<file path="config.mk">
export PLATFORM = sky130hd
export DESIGN_NAME = aud_recorder
export DESIGN_NICKNAME = d
export VERILOG_FILES = /design/src/rtl/aud_pkg.sv /design/src/rtl/i2s_rx_shift.sv /design/src/rtl/aud_recorder.sv
export SDC_FILE = /design/constraint.sdc
export NUM_CORES = 1
export LEC_CHECK = 0
export CAP_MARGIN = 10
export CORE_MARGIN = 2
export CORE_UTILIZATION = 35
export DETAILED_ROUTE_END_ITERATION = 16
export GPL_TIMING_DRIVEN = 0
export SYNTH_ARGS = -nofsm -noshare
export SYNTH_HDL_FRONTEND = slang
export SYNTH_SLANG_ARGS = --single-unit
</file>
<file path="constraint.sdc">
create_clock -name i_clk -period 1.7 [get_ports i_clk]
set_input_delay 0.34 -clock i_clk [delete_from_list [all_inputs] [get_ports i_clk]]
set_output_delay 0.34 -clock i_clk [all_outputs]
set_load 0.005 [all_outputs]
</file>
<file path="src/rtl/aud_pkg.sv">
// Shared types and widths for the audio recorder capture path.
package aud_pkg;

  localparam int unsigned ADDR_W    = 20;
  localparam int unsigned SAMPLE_W  = 16;
  localparam int unsigned LEN_W     = ADDR_W + 1;
  localparam int unsigned BIT_CNT_W = $clog2(SAMPLE_W);

  typedef enum logic [2:0] {
    StIdle,
    StWaitLrc,
    StCapture,
    StStore,
    StPaused
  } rec_state_t;

endpackage

</file>
<file path="src/rtl/i2s_rx_shift.sv">
// MSB-first serial-to-parallel shifter with a bit counter for one I2S channel word.
module i2s_rx_shift
  import aud_pkg::*;
(
  input  logic                i_clk,
  input  logic                i_rst_n,
  input  logic                i_clear,
  input  logic                i_shift,
  input  logic                i_data,
  output logic [SAMPLE_W-1:0] o_word,
  output logic                o_done
);

  logic [SAMPLE_W-1:0]  word_q;
  logic [BIT_CNT_W-1:0] cnt_q;

  always_ff @(posedge i_clk or negedge i_rst_n) begin
    if (!i_rst_n) begin
      word_q <= '0;
      cnt_q  <= '0;
    end else if (i_clear) begin
      cnt_q <= '0;
    end else if (i_shift) begin
      word_q <= {word_q[SAMPLE_W-2:0], i_data};
      cnt_q  <= cnt_q + 1'b1;
    end
  end

  assign o_word = word_q;
  // High while the final bit of the word is being shifted in.
  assign o_done = (cnt_q == '1);

endmodule

</file>
<file path="src/rtl/aud_recorder.sv">
// I2S left-channel capture into SRAM with start/pause/stop control.
// Optional elapsed-seconds timer enabled by defining AUD_REC_TIMER_EN.
module aud_recorder
  import aud_pkg::*;
#(
  parameter logic [ADDR_W-1:0] MAX_ADDR    = 20'hFFFFF,
  parameter int unsigned       SAMPLE_RATE = 32000
) (
  input  logic                i_clk,
  input  logic                i_rst_n,
  input  logic                i_lrc,
  input  logic                i_data,
  input  logic                i_start,
  input  logic                i_pause,
  input  logic                i_stop,
  output logic [ADDR_W-1:0]   o_address,
  output logic [SAMPLE_W-1:0] o_data,
  output logic                o_write,
  output logic [LEN_W-1:0]    o_length,
  output logic                o_full,
  output logic                o_recording,
  output logic [7:0]          o_rec_sec
);

  rec_state_t          state_q, state_d;
  logic                lrc_q;
  logic [ADDR_W-1:0]   addr_q, addr_d;
  logic [LEN_W-1:0]    len_q, len_d;
  logic [SAMPLE_W-1:0] data_q, data_d;
  logic                full_q, full_d;
  logic                pend_q, pend_d;
  logic                sh_clear, sh_shift, sh_done;
  logic [SAMPLE_W-1:0] sh_word;
  logic                fresh_start, store;

  i2s_rx_shift u_shift (
    .i_clk   (i_clk),
    .i_rst_n (i_rst_n),
    .i_clear (sh_clear),
    .i_shift (sh_shift),
    .i_data  (i_data),
    .o_word  (sh_word),
    .o_done  (sh_done)
  );

  always_ff @(posedge i_clk or negedge i_rst_n) begin
    if (!i_rst_n) begin
      state_q <= StIdle;
      lrc_q   <= 1'b1;
      addr_q  <= '0;
      len_q   <= '0;
      data_q  <= '0;
      full_q  <= 1'b0;
      pend_q  <= 1'b0;
    end else begin
      state_q <= state_d;
      lrc_q   <= i_lrc;
      addr_q  <= addr_d;
      len_q   <= len_d;
      data_q  <= data_d;
      full_q  <= full_d;
      pend_q  <= pend_d;
    end
  end

  always_comb begin
    state_d     = state_q;
    addr_d      = addr_q;
    len_d       = len_q;
    data_d      = data_q;
    full_d      = full_q;
    pend_d      = pend_q;
    sh_clear    = 1'b0;
    sh_shift    = 1'b0;
    fresh_start = 1'b0;
    store       = 1'b0;
    unique case (state_q)
      StIdle: begin
        pend_d = 1'b0;
        // Any simultaneous stop or pause outranks the start.
        if (i_start && !i_stop && !i_pause) begin
          addr_d      = '0;
          len_d       = '0;
          full_d      = 1'b0;
          fresh_start = 1'b1;
          state_d     = StWaitLrc;
        end
      end
      StWaitLrc: begin
        if (i_stop) begin
          state_d = StIdle;
        end else if (i_pause) begin
          state_d = StPaused;
        end else if (lrc_q && !i_lrc) begin
          // Falling LRC edge is the one-bit delay slot; data starts next cycle.
          sh_clear = 1'b1;
          state_d  = StCapture;
        end
      end
      StCapture: begin
        if (i_stop) begin
          pend_d  = 1'b0;
          state_d = StIdle;
        end else begin
          sh_shift = 1'b1;
          if (i_pause) pend_d = 1'b1;
          if (sh_done) state_d = StStore;
        end
      end
      StStore: begin
        store  = 1'b1;
        data_d = sh_word;
        len_d  = len_q + 1'b1;
        pend_d = 1'b0;
        if (addr_q == MAX_ADDR) begin
          full_d  = 1'b1;
          state_d = StIdle;
        end else begin
          addr_d = addr_q + 1'b1;
          if (i_stop) begin
            state_d = StIdle;
          end else if (pend_q || i_pause) begin
            state_d = StPaused;
          end else begin
            state_d = StWaitLrc;
          end
        end
      end
      StPaused: begin
        if (i_stop) begin
          state_d = StIdle;
        end else if (i_start && !i_pause) begin
          state_d = StWaitLrc;
        end
      end
      default: state_d = StIdle;
    endcase
  end

  assign o_address   = addr_q;
  assign o_length    = len_q;
  assign o_full      = full_q;
  assign o_write     = (state_q == StStore);
  // The fresh word is presented during the strobe, then held in data_q.
  assign o_data      = (state_q == StStore) ? sh_word : data_q;
  assign o_recording = (state_q == StWaitLrc) || (state_q == StCapture) ||
                       (state_q == StStore);

`ifdef AUD_REC_TIMER_EN
  logic [31:0] tick_cnt_q;
  logic [7:0]  sec_q;

  always_ff @(posedge i_clk or negedge i_rst_n) begin
    if (!i_rst_n) begin
      tick_cnt_q <= '0;
      sec_q      <= '0;
    end else if (fresh_start) begin
      tick_cnt_q <= '0;
      sec_q      <= '0;
    end else if (store) begin
      if (tick_cnt_q == SAMPLE_RATE - 1) begin
        tick_cnt_q <= '0;
        if (sec_q != 8'hFF) sec_q <= sec_q + 1'b1;
      end else begin
        tick_cnt_q <= tick_cnt_q + 1'b1;
      end
    end
  end

  assign o_rec_sec = sec_q;
`else
  logic unused_timer;
  assign unused_timer = ^{SAMPLE_RATE, fresh_start, store};
  assign o_rec_sec    = '0;
`endif

endmodule
</file>
==> impl_metrics.xml <==
<?xml version="1.0" encoding="UTF-8"?>
<metrics>
  <group name="grt">
    <metric name="maximum_number_of_pins_on_one_net_before_global_route_repair" unit="">44</metric>
    <metric name="grt_usage" unit="%">17.5</metric>
    <metric name="grt_antenna_before_repair" unit="">0</metric>
    <metric name="wire_length_of_the_first_global_routing_pass" unit="um">16500</metric>
    <metric name="grt_pass1_vias" unit="">3402</metric>
    <metric name="globalRoute.totalOverflow" unit="">0</metric>
  </group>
  <group name="min_path">
    <metric name="hold_class" unit="">primary input to flop</metric>
  </group>
  <group name="clock_tree">
    <metric name="clockBufferDepth" unit="">2</metric>
    <metric name="htree_num_levels" unit="">3</metric>
    <metric name="tritoncts" unit="">done</metric>
    <metric name="clockRootBuffer" unit="">clkbuf_8</metric>
    <metric name="cts_sinks" unit="">83</metric>
    <metric name="clk_latency" unit="ps">360</metric>
    <metric name="cts.reportedPaths.clkPinSlew" unit="ps">90</metric>
    <metric name="numCtsBuffers" unit="">9</metric>
  </group>
  <group name="timing">
    <metric name="maxClockFrequency" unit="MHz">479</metric>
    <metric name="fin_crit_sh" unit="%">123</metric>
    <metric name="final-setup-viol-count" unit="">48</metric>
    <metric name="hold_slack" unit="ps">213</metric>
    <metric name="final_critical_path_time_including_i_o_delays_and_setup" unit="ps">2090</metric>
    <metric name="setup_slack" unit="ps">-387</metric>
    <metric name="report.final.slew_viol_count" unit="">0</metric>
    <metric name="worst_slew_margin_rel" unit="%">63.1</metric>
    <metric name="tightestPinTransition" unit="ps">554</metric>
    <metric name="rsz0062_at_grt" unit="">true</metric>
    <metric name="finalClockSkew" unit="ps">8.27</metric>
    <metric name="finalHoldViolations" unit="">0</metric>
  </group>
  <group name="pwr">
    <metric name="power.ir.vdd_worst" unit="mV">0.509</metric>
    <metric name="pwr_density_cell" unit="mW/mm^2">841</metric>
    <metric name="leakage" unit="nW">3.14</metric>
  </group>
  <group name="setup_path">
    <metric name="critPathArrivalTime" unit="ps">2380</metric>
    <metric name="worst_setup_path_startpoint" unit="">state_q[2]</metric>
    <metric name="critical_path_end" unit="">o_address[19]</metric>
    <metric name="r2r-start" unit="">state_q[2]</metric>
    <metric name="critPathBufInv" unit="">1</metric>
    <metric name="path_cells" unit="">buf_6 &gt; nor3_4 &gt; nand3_4 &gt; a311o_2 &gt; or3_4 &gt; a21oi_2</metric>
    <metric name="crit_type" unit="">flop to flop</metric>
    <metric name="levels_on_crit_path" unit="">6</metric>
    <metric name="end_kind" unit="">flop</metric>
    <metric name="startpoint_type" unit="">flop</metric>
    <metric name="max_stage_delay" unit="ps">490</metric>
    <metric name="critical_path.top_delay_family" unit="">simple AND/OR/NAND/NOR gates</metric>
    <metric name="cp_max_fo" unit="">8</metric>
    <metric name="regToRegSetupSlack" unit="ps">-390</metric>
    <metric name="crit_slowest_cell" unit="">a311o_2</metric>
    <metric name="worst_r2r_endpoint" unit="">o_address[19]</metric>
    <metric name="data_required_time_at_the_worst_endpoint" unit="ps">1990</metric>
    <metric name="worstRegToRegCells" unit="">6</metric>
  </group>
  <group name="drt">
    <metric name="detail_route.drc_violations" unit="">0</metric>
    <metric name="drt_iter0_drc" unit="">188</metric>
    <metric name="ant_nets" unit="">0</metric>
    <metric name="num_vias" unit="">3665</metric>
    <metric name="vias_per_cell" unit="">5.10</metric>
    <metric name="detail_route.first_pass.iterations" unit="">4</metric>
    <metric name="routedWlPerCell" unit="um">15.6</metric>
    <metric name="drt_wl_total" unit="um">11200</metric>
  </group>
  <group name="placed_design">
    <metric name="detailedPlace.worstSlack" unit="ps">-834</metric>
    <metric name="routability_congestion_estimate_from_global_placement" unit="">0.773</metric>
    <metric name="post_placement_cell_area" unit="sq mm">0.00487</metric>
    <metric name="estimated_wirelength_of_the_detail_placed_design" unit="um">6420</metric>
    <metric name="place.port_buffers" unit="">65</metric>
  </group>
  <group name="final_layout">
    <metric name="fin_nets" unit="">583</metric>
    <metric name="layout.cell_area.non_filler" unit="sq mm">0.00641</metric>
    <metric name="area_delta_synth_final" unit="%">62.8</metric>
    <metric name="drive_above_1_share" unit="%">45.3</metric>
    <metric name="num_antenna_cells" unit="">0</metric>
  </group>
  <group name="synthesis">
    <metric name="ys.flop_type" unit="">dfrtp_1</metric>
    <metric name="async_flop_share" unit="%">100</metric>
    <metric name="part_of_the_yosys_area_used_for_sequential_elements" unit="%">52.8</metric>
    <metric name="number_of_enable_type_register_cells_in_the_synthesized_netlist" unit="">0</metric>
    <metric name="netlist_area" unit="sq mm">0.00394</metric>
    <metric name="avgSynthCellArea" unit="sq um">9.51</metric>
    <metric name="synth.yosys.warnings" unit="">0</metric>
    <metric name="number_of_distinct_standard_cells_referenced_by_the_synthesized_netlist" unit="">47</metric>
    <metric name="netlist_instances" unit="">414</metric>
    <metric name="yosys_register_bits" unit="">83</metric>
  </group>
  <group name="die">
    <metric name="initial_utilization" unit="%">36.2</metric>
    <metric name="die_y" unit="um">110</metric>
    <metric name="rows" unit="">38</metric>
    <metric name="floorplan.io_pins" unit="">75</metric>
    <metric name="die_w" unit="um">110</metric>
    <metric name="core_box_area" unit="sq mm">0.0109</metric>
    <metric name="dieArea" unit="sq mm">0.0121</metric>
  </group>
  <group name="status">
    <metric name="status" unit="">complete, but fails checks</metric>
    <metric name="failed_checks" unit="">negative setup slack</metric>
  </group>
  <group name="run">
    <metric name="cap_violations" unit="">0</metric>
  </group>
</metrics>
state kept, by name, summed over array words and instances, names as in the netlist:
signal and cells:
o_full 1, o_address 20, pend_q 1, data_q 16, u_shift.o_word 16, lrc_q 1, u_shift.cnt_q 4, o_length 21
state_q 3
routing by layer:
metal | up-vias | wire, um | track usage, %
met2 | 94 | 5830 | 28.8
met1 | 1776 | 4770 | 22.7
met4 | 0 | 150 | 8.05
met3 | 10 | 471 | 2.76
li1 | 1785 | - | -
met5 | - | 0 | 0
where the power goes:
part / internal, mW / switching [mW] / leakage, nW
clock: 0.734 / 0.770 / 0.103
sequential: 2.20 / 0.262 / 1.11
combinational: 0.821 / 0.602 / 1.92
area by class of cell:
| type | count | area [sq um] |
|---|---|---|
| flip-flops and latches | 83 | 2110 |
| repair buffers | 146 | 1370 |
| inverters | 9 | 41.3 |
| multi-input cells | 303 | 2270 |
| well taps | 140 | 175 |
| plain buffers | 21 | 238 |
| clock inverters | 6 | 72.6 |
| fillers | 946 | 4480 |
| clock buffers | 10 | 138 |
layout by cell type (no fill, tap or decap), types with 7 or more instances in the layout:
cell type | Yosys | final
a21oi_2 | 0 | 7
mux2_4 | 0 | 15
clkdlybuf4s50_1 | 0 | 35
buf_4 | 8 | 72
clkbuf_8 | 0 | 13
conb_1 | 1 | 8
buf_6 | 0 | 17
nand2_1 | 80 | 43
nand2_2 | 0 | 22
nand2_4 | 0 | 15
o21ai_0 | 35 | 15
nand4_1 | 14 | 14
inv_1 | 9 | 8
nand3_1 | 25 | 19
dfrtp_1 | 82 | 60
dfrtp_2 | 0 | 22
o21ai_1 | 0 | 17
buf_2 | 4 | 13
nor2_1 | 25 | 18
o31ai_1 | 9 | 9
a21oi_1 | 17 | 10
cells in the mapped netlist (2+ instances only):
library cell	number	area share (%)
clkbuf_1	12	1.1
xor2_1	2	0.44
and3_1	4	0.64
ha_1	3	0.95
nand2b_1	3	0.48
and2_1	2	0.32
mux2_2	17	4.9
nor3_1	7	0.89
or4_1	4	0.76
nor2_1	25	2.4
o31ai_1	9	1.7
buf_1	2	0.19
and4_1	3	0.67
a31oi_1	4	0.64
nor4_1	4	0.64
or3_1	7	1.1
dfrtp_1	82	52
buf_2	4	0.51
a211oi_1	2	0.38
inv_1	9	0.86
nand4_1	14	2.2
nand3_1	25	3.2
xnor2_1	5	1.1
mux2i_1	4	1.0
a21oi_1	17	2.2
o211ai_1	3	0.57
o21ai_0	35	4.4
buf_4	8	1.5
nand2_1	80	7.6
cell families (layout without fill, tap and decap cells):
group                      Yosys count  count (layout)  share of synthesized area [%]
DFF                                 83              83                           52.8
muxes                               21              21                           5.88
buffers and inverters               35             192                           4.22
other                                1               8                         0.0952
AOI/OAI and AO/OA                   78              78                           11.8
adders and majority gates            3               3                          0.953
and+or+nand+nor                    186             186                           22.7
xor gates and xnor gates             7               7                           1.56
per-stage QoR:
stage	setup TNS (ps)	total power, mW	std cells	utilization (%)
after floorplan	-270	2.88	421	-
after global placement	-260040	3.39	626	44.5
after detailed placement	-38380	3.43	627	44.7
after CTS	-8000	5.12	670	50.8
after global routing	-13150	5.69	718	58.9
final	-9560	5.39	718	58.9
worst min path at each step:
stage / startpoint / to / slack, ps / cells after the start
global route: i_stop / pend_q / 210 / 2
detailed placement: i_rst_n / data_q[0] / 360 / 1
CTS: i_stop / pend_q / 200 / 2
global placement: data_q[14] / data_q[14] / 450 / 2
floorplan: i_rst_n / data_q[0] / 40 / 0
finish: i_stop / pend_q / 210 / 2
timing repair:
action,4_1_cts,5_1_grt
hold endpoints to repair,39,0
endpoints found under the setup margin,108,97
gates cloned,1,3
hold buffers,1,0
pin swaps,12,56
buffers inserted,27,48
resized for setup,157,150
Power figures use the tool's default switching activity.
